`src/rtl/microprocessor_mc_if.sv`:
```
// Instruction-ROM and data-SRAM bus between the multicycle core (master)
// and its memories (slave).
interface microprocessor_mc_if #(
  parameter int N                = 8,
  parameter int RF_addressBits   = 3,
  parameter int ROM_addressBits  = 6,
  parameter int SRAM_addressBits = 8
);
  logic [4+2*RF_addressBits+N-1:0] ROM_data;
  logic                            ROM_readEnable;
  logic [ROM_addressBits-1:0]      ROM_address;
  logic                            SRAM_req;
  logic                            SRAM_writeEnable;
  logic [SRAM_addressBits-1:0]     SRAM_address;
  logic [N-1:0]                    SRAM_data_in;
  logic [N-1:0]                    SRAM_data;
  logic                            SRAM_ack;

  modport master (
    input  ROM_data, SRAM_data, SRAM_ack,
    output ROM_readEnable, ROM_address, SRAM_req, SRAM_writeEnable,
           SRAM_address, SRAM_data_in
  );

  modport slave (
    output ROM_data, SRAM_data, SRAM_ack,
    input  ROM_readEnable, ROM_address, SRAM_req, SRAM_writeEnable,
           SRAM_address, SRAM_data_in
  );
endinterface

```
`src/rtl/microprocessor_mc.sv`:
```
// Multicycle FETCH/DECODE/EXECUTE/MEM core with a 16-opcode ISA, a
// parametrised register file and a request/acknowledge data-memory port.
module microprocessor_mc #(
  parameter int N                = 8,
  parameter int RF_addressBits   = 3,
  parameter int ROM_addressBits  = 6,
  parameter int SRAM_addressBits = 8
) (
  input  logic                 clk,
  input  logic                 rst,
  microprocessor_mc_if.master  bus,
  output logic [2:0]           ONZ,
  output logic                 halted,
  output logic                 overflowPC
);
  localparam int IW   = 4 + 2*RF_addressBits + N;
  localparam int NREG = 2**RF_addressBits;
  localparam int RB   = RF_addressBits;
  localparam int PB   = ROM_addressBits;

  localparam logic [2:0] FETCH   = 3'd0;
  localparam logic [2:0] DECODE  = 3'd1;
  localparam logic [2:0] EXECUTE = 3'd2;
  localparam logic [2:0] MEM     = 3'd3;
  localparam logic [2:0] HALT    = 3'd4;

  localparam logic [3:0] OP_NOP  = 4'd0;
  localparam logic [3:0] OP_ADD  = 4'd1;
  localparam logic [3:0] OP_SUB  = 4'd2;
  localparam logic [3:0] OP_AND  = 4'd3;
  localparam logic [3:0] OP_OR   = 4'd4;
  localparam logic [3:0] OP_XOR  = 4'd5;
  localparam logic [3:0] OP_NOT  = 4'd6;
  localparam logic [3:0] OP_MOV  = 4'd7;
  localparam logic [3:0] OP_LI   = 4'd8;
  localparam logic [3:0] OP_LD   = 4'd9;
  localparam logic [3:0] OP_ST   = 4'd10;
  localparam logic [3:0] OP_BRZ  = 4'd11;
  localparam logic [3:0] OP_BRN  = 4'd12;
  localparam logic [3:0] OP_BRO  = 4'd13;
  localparam logic [3:0] OP_JMP  = 4'd14;
  localparam logic [3:0] OP_HALT = 4'd15;

  logic [2:0]    state_reg, state_next;
  logic [PB-1:0] pc_reg, pc_next;
  logic [IW-1:0] ir_reg, ir_next;
  logic [2:0]    onz_reg, onz_next;
  logic          halted_reg, halted_next;
  logic          ovf_reg, ovf_next;
  logic [N-1:0]  rf_reg [NREG];

  logic          rf_we;
  logic [RB-1:0] rf_wa;
  logic [N-1:0]  rf_wd;
  logic [NREG-1:0] rf_wen;

  logic [3:0]    op;
  logic [RB-1:0] ra, rb;
  logic [N-1:0]  imm, a_val, b_val;
  logic [N-1:0]  alu_res;
  logic          alu_o;
  logic [PB:0]   pc_sum;
  logic          in_mem;

  assign op     = ir_reg[IW-1 -: 4];
  assign ra     = ir_reg[N+2*RB-1 -: RB];
  assign rb     = ir_reg[N+RB-1 -: RB];
  assign imm    = ir_reg[N-1:0];
  assign a_val  = rf_reg[ra];
  assign b_val  = rf_reg[rb];
  assign pc_sum = {1'b0, pc_reg} + {{PB{1'b0}}, 1'b1};
  assign in_mem = (state_reg == MEM);

  always_comb begin
    alu_res = '0;
    alu_o   = 1'b0;
    case (op)
      OP_ADD: begin
        alu_res = a_val + b_val;
        alu_o   = (a_val[N-1] == b_val[N-1]) && (alu_res[N-1] != a_val[N-1]);
      end
      OP_SUB: begin
        alu_res = a_val - b_val;
        alu_o   = (a_val[N-1] != b_val[N-1]) && (alu_res[N-1] != a_val[N-1]);
      end
      OP_AND:  alu_res = a_val & b_val;
      OP_OR:   alu_res = a_val | b_val;
      OP_XOR:  alu_res = a_val ^ b_val;
      OP_NOT:  alu_res = ~b_val;
      OP_MOV:  alu_res = b_val;
      default: alu_res = '0;
    endcase
  end

  always_comb begin
    logic advance;
    logic jump;
    state_next  = state_reg;
    pc_next     = pc_reg;
    ir_next     = ir_reg;
    onz_next    = onz_reg;
    halted_next = halted_reg;
    ovf_next    = ovf_reg;
    rf_we       = 1'b0;
    rf_wa       = ra;
    rf_wd       = alu_res;
    advance     = 1'b0;
    jump        = 1'b0;
    case (state_reg)
      FETCH:  state_next = DECODE;
      DECODE: begin
        ir_next    = bus.ROM_data;
        state_next = EXECUTE;
      end
      EXECUTE: begin
        case (op)
          OP_ADD, OP_SUB, OP_AND, OP_OR, OP_XOR, OP_NOT, OP_MOV: begin
            rf_we    = 1'b1;
            onz_next = {alu_o, alu_res[N-1], alu_res == '0};
            advance  = 1'b1;
          end
          OP_LI: begin
            rf_we   = 1'b1;
            rf_wd   = imm;
            advance = 1'b1;
          end
          OP_LD, OP_ST: state_next = MEM;
          OP_BRZ: begin jump = onz_reg[0];  advance = !onz_reg[0]; end
          OP_BRN: begin jump = onz_reg[1];  advance = !onz_reg[1]; end
          OP_BRO: begin jump = onz_reg[2];  advance = !onz_reg[2]; end
          OP_JMP: jump = 1'b1;
          OP_HALT: begin
            state_next  = HALT;
            halted_next = 1'b1;
          end
          default: advance = 1'b1;
        endcase
      end
      MEM: begin
        if (bus.SRAM_ack) begin
          if (op == OP_LD) begin
            rf_we = 1'b1;
            rf_wd = bus.SRAM_data;
          end
          advance = 1'b1;
        end
      end
      HALT:    state_next = HALT;
      default: state_next = FETCH;
    endcase

    // Taken branches never count as overflow; only sequential increments do.
    if (jump) begin
      pc_next    = imm[PB-1:0];
      state_next = FETCH;
    end else if (advance) begin
      pc_next = pc_sum[PB-1:0];
      if (pc_sum[PB]) begin
        ovf_next    = 1'b1;
        halted_next = 1'b1;
        state_next  = HALT;
      end else begin
        state_next = FETCH;
      end
    end
  end

  for (genvar gi = 0; gi < NREG; gi++) begin : g_rf_wen
    assign rf_wen[gi] = rf_we && (rf_wa == RB'(gi));
  end

  always_ff @(posedge clk) begin
    if (rst) begin
      state_reg  <= FETCH;
      pc_reg     <= '0;
      ir_reg     <= '0;
      onz_reg    <= '0;
      halted_reg <= 1'b0;
      ovf_reg    <= 1'b0;
      for (int i = 0; i < NREG; i++) rf_reg[i] <= '0;
    end else begin
      state_reg  <= state_next;
      pc_reg     <= pc_next;
      ir_reg     <= ir_next;
      onz_reg    <= onz_next;
      halted_reg <= halted_next;
      ovf_reg    <= ovf_next;
      for (int i = 0; i < NREG; i++) begin
        if (rf_wen[i]) rf_reg[i] <= rf_wd;
      end
    end
  end

  // Memory outputs are forced to zero outside MEM so the bus is quiet otherwise.
  assign bus.ROM_readEnable   = (state_reg == FETCH);
  assign bus.ROM_address      = pc_reg;
  assign bus.SRAM_req         = in_mem;
  assign bus.SRAM_writeEnable = in_mem && (op == OP_ST);
  assign bus.SRAM_address     = in_mem ? b_val[SRAM_addressBits-1:0] : '0;
  assign bus.SRAM_data_in     = in_mem ? a_val : '0;

  assign ONZ        = onz_reg;
  assign halted     = halted_reg;
  assign overflowPC = ovf_reg;
endmodule

```
`src/flat_wrapper.sv`:
```
// flat-port wrapper written by rule: the top's interface ports become plain ports
module microprocessor_mc_flat 
#(
  parameter int N                = 8,
  parameter int RF_addressBits   = 3,
  parameter int ROM_addressBits  = 6,
  parameter int SRAM_addressBits = 8
)
  (clk, rst, ONZ, halted, overflowPC, bus_ROM_data, bus_SRAM_data, bus_SRAM_ack, bus_ROM_readEnable, bus_ROM_address, bus_SRAM_req, bus_SRAM_writeEnable, bus_SRAM_address, bus_SRAM_data_in);
  microprocessor_mc_if #(.N(N), .RF_addressBits(RF_addressBits), .ROM_addressBits(ROM_addressBits), .SRAM_addressBits(SRAM_addressBits)) bus_i ();
  input  logic clk;
  input  logic rst;
  output logic [2:0] ONZ;
  output logic halted;
  output logic overflowPC;
  input wire logic [$bits(bus_i.ROM_data)-1:0] bus_ROM_data;
  input wire logic [$bits(bus_i.SRAM_data)-1:0] bus_SRAM_data;
  input wire logic [$bits(bus_i.SRAM_ack)-1:0] bus_SRAM_ack;
  output wire logic [$bits(bus_i.ROM_readEnable)-1:0] bus_ROM_readEnable;
  output wire logic [$bits(bus_i.ROM_address)-1:0] bus_ROM_address;
  output wire logic [$bits(bus_i.SRAM_req)-1:0] bus_SRAM_req;
  output wire logic [$bits(bus_i.SRAM_writeEnable)-1:0] bus_SRAM_writeEnable;
  output wire logic [$bits(bus_i.SRAM_address)-1:0] bus_SRAM_address;
  output wire logic [$bits(bus_i.SRAM_data_in)-1:0] bus_SRAM_data_in;
  assign bus_i.ROM_data = bus_ROM_data;
  assign bus_i.SRAM_data = bus_SRAM_data;
  assign bus_i.SRAM_ack = bus_SRAM_ack;
  assign bus_ROM_readEnable = bus_i.ROM_readEnable;
  assign bus_ROM_address = bus_i.ROM_address;
  assign bus_SRAM_req = bus_i.SRAM_req;
  assign bus_SRAM_writeEnable = bus_i.SRAM_writeEnable;
  assign bus_SRAM_address = bus_i.SRAM_address;
  assign bus_SRAM_data_in = bus_i.SRAM_data_in;
  microprocessor_mc #(.N(N), .RF_addressBits(RF_addressBits), .ROM_addressBits(ROM_addressBits), .SRAM_addressBits(SRAM_addressBits)) u_core (.clk(clk), .rst(rst), .bus(bus_i), .ONZ(ONZ), .halted(halted), .overflowPC(overflowPC));
endmodule
```
`config.mk`:
```
export PLATFORM = sky130hd
export DESIGN_NAME = microprocessor_mc_flat
export DESIGN_NICKNAME = d
export VERILOG_FILES = /design/src/rtl/microprocessor_mc_if.sv /design/src/rtl/microprocessor_mc.sv /design/src/flat_wrapper.sv
export SDC_FILE = /design/constraint.sdc
export NUM_CORES = 1
export LEC_CHECK = 0
export ABC_AREA = 1
export CAP_MARGIN = 20
export CORE_UTILIZATION = 35
export CTS_BUF_LIST = sky130_fd_sc_hd__clkbuf_8
export CTS_CLUSTER_SIZE = 30
export DETAILED_ROUTE_END_ITERATION = 8
export PLACE_DENSITY = 0.64
export SLEW_MARGIN = 20
export SYNTH_ARGS = -nofsm -noshare
export SYNTH_HDL_FRONTEND = slang
export SYNTH_SLANG_ARGS = --single-unit
```
`constraint.sdc`:
```
create_clock -name clk -period 3.3 [get_ports clk]
set_clock_uncertainty 0.1 [all_clocks]
set_input_delay 0.66 -clock clk [delete_from_list [all_inputs] [get_ports clk]]
set_output_delay 0.66 -clock clk [all_outputs]
set_load 0.01 [all_outputs]
```
==> impl_metrics.json <==
{
  "p_comb_share_pct": 69.5,
  "wl_um": 22300,
  "cts_num_sinks": 102,
  "yosysWarnings": 0,
  "via_per_inst": 5.01,
  "finalWeightedCongestion": 0.973,
  "n_antenna_cell": 0,
  "pwr-share-seq_pct": 21.1,
  "dp.cells": 1350,
  "p_sw_mw": 4.23,
  "dr.pass1.iters": 6,
  "async_reset_ff_share_pct": 0,
  "finalHoldViolCount": 0,
  "final_cells": 1378,
  "finalWorstSetupSlack_ns": 0.0875,
  "final_common_cell": "nand2_1",
  "antenna_found_initial": 0,
  "synth_top_cell_by_area": "edfxtp_1",
  "io_buffers": 58,
  "synth_area_leaders": "edfxtp_1 28%, nand2_1 12%, dfxtp_1 11%",
  "dpl.hpwl_um": 17400,
  "slew_violations": 0,
  "hp-start": "u_core.overflowPC",
  "fmax_mhz": 311,
  "ys_seq_elements": 102,
  "ant_nets": 0,
  "drc": 0,
  "fp-row-count": 50,
  "dp_slack_ns": -0.242,
  "synthFlopType": "edfxtp_1",
  "yosys.cell_types.count": 39,
  "cts_htree_levels": 3,
  "status": "completed",
  "synth_edf_count": 64,
  "syn_area_per_cell_um2": 6.98,
  "period_needed_ns": 3.21,
  "core_um2": 18900,
  "leakagePower_nw": 3.90,
  "synth_area_um2": 6830,
  "drtIter0Drc": 612,
  "cts_tree": "yes",
  "slew_headroom_pct": 47.6,
  "reg2reg_to": "u_core.rf_reg[6][7]",
  "wl_per_cell_um": 16.2,
  "cp_max_fo": 12,
  "power.share.clock_pct": 9.4,
  "ios": 59,
  "whs_ns": 0.354,
  "cp.arrival_ns": 3.24,
  "setup_violations": 0,
  "rsz0062_at_grt": "yes",
  "place_area_um2": 8280,
  "die_w_um": 142,
  "swShare_pct": 48.0,
  "synth_top_area_share_pct": 28.1,
  "fin_area_um2": 8920,
  "min_path_cells": 2,
  "grt_pass1_wl_um": 34500,
  "syn_inst": 979,
  "powerDensity_nw_per_um2": 987,
  "via_count": 6897,
  "clockBufferDepth": 2,
  "cp-start-kind": "flip-flop",
  "syn_to_final_growth_pct": 30.5,
  "post-route-period-util_pct": 97.3,
  "worstHoldEndpoint": "u_core.overflowPC",
  "post-route-util_pct": 47.2,
  "drive_gt1_share_pct": 19.0,
  "finalSetupTns_ns": 0,
  "die_h_um": 142,
  "path_clk_slew_ns": 0.10,
  "reg2reg_slack_ns": 0.09,
  "synth_nets": 1034,
  "max_slew.worst_pin.slew_ns": 0.781,
  "grt_pass1_vias": 6327,
  "start_util_pct": 36.2,
  "largest_reg_flops": 64,
  "layout.nets": 1168,
  "cts-root-buf": "clkbuf_8",
  "hold_class": "flip-flop to flip-flop",
  "power_mw": 8.80,
  "reg2regPathDepth": 20,
  "die_area_um2": 20100,
  "irDropWorstVdd_uv": 354,
  "end_kind": "flip-flop",
  "ys_seq_area_share_pct": 39.3,
  "grt.total_usage_pct": 22.6,
  "final_cell_mix": "212 x nand2_1, 148 x nor2_1, 120 x inv_1",
  "insertion_delay_ns": 0.38,
  "cap_violations": 0,
  "p_int_mw": 4.58,
  "crit_type": "flip-flop to flip-flop",
  "cp_data_required_time_ns": 3.33,
  "grt_max_degree": 27,
  "overflow": 0,
  "cts_buffers": 9
}
layout make-up:
| type | instances | area (µm²) |
|---|---|---|
| fill | 1903 | 9980 |
| multi-input combinational | 700 | 3670 |
| sequential | 102 | 2700 |
| timing repair buffer | 158 | 1470 |
| inverter | 142 | 544 |
| tap | 260 | 325 |
| clock buffer | 9 | 124 |
| clock inverter | 7 | 87.6 |
per-layer routing:
| layer | wire length, µm | track usage [%] | up-vias | share of wire, % |
|---|---|---|---|---|
| met4 | 391 | 7.36 | 0 | 1.8 |
| met1 | 10400 | 32.7 | 3159 | 47 |
| li1 | - | - | 3445 | - |
| met5 | 0 | 0 | - | 0 |
| met2 | 9830 | 33.7 | 268 | 44 |
| met3 | 1630 | 3.95 | 25 | 7.3 |
cell usage after synthesis (all sizes together) (3+ instances only):
library cell / count
nand2: 225
nor2: 168
inv: 140
o21ai: 97
nand3: 88
edfxtp: 64
a21oi: 53
dfxtp: 38
ha: 24
clkbuf: 20
buf: 15
a31oi: 8
nand4: 8
o211ai: 8
nand3b: 3
o22ai: 3
xor2: 3
worst max-delay path by stage:
stage                     slack [ns]  cells after the start                  end
final                           0.09                     20  u_core.rf_reg[6][7]
after CTS                      -0.02                     21  u_core.rf_reg[1][6]
after global routing           -0.11                     22  u_core.rf_reg[3][2]
after floorplan                 0.08                     21  u_core.rf_reg[6][5]
after global placement         -0.20                     21  u_core.rf_reg[4][6]
after detailed placement       -0.24                     21  u_core.rf_reg[4][6]
critical path, cell delays in order (launching register included):
cell	delay [ns]
dfxtp_4	0.41
inv_8	0.06
clkbuf_16	0.15
o21ai_1	0.13
buf_4	0.12
nand2_1	0.04
nand2_1	0.07
o21ai_2	0.08
buf_4	0.15
buf_4	0.13
ha_2	0.18
a21oi_1	0.23
nor2_1	0.06
nor2_1	0.18
nand3_1	0.11
nand3_1	0.14
nand3_1	0.13
nand2_1	0.12
nand3_2	0.14
nand2_2	0.13
inv_1	0.08
cells by family after synthesis:
family | Yosys count | share of synthesized area, %
compound gates | 175 | 13.7
flops | 102 | 39.3
fa+ha+maj | 26 | 4.98
buf+inv | 177 | 10.4
xor+xnor | 4 | 0.513
simple gates | 495 | 31.2
power groups by stage:
stage / Sequential (mW) / Combinational [mW] / Clock, mW
finish: 1.86 / 6.11 / 0.830
global route: 1.88 / 6.75 / 0.897
CTS: 1.82 / 5.54 / 0.850
detailed placement: 1.85 / 5.37 / 0
global placement: 1.85 / 5.40 / 0
floorplan: 1.77 / 3.14 / 0
repair_timing:
item	in CTS	in global routing
hold buffers	0	0
setup buffers	2	8
cloned	0	3
setup endpoints to repair	47	73
pin swaps	3	25
gates resized for setup	17	81
(Power assumes the default switching activity.)
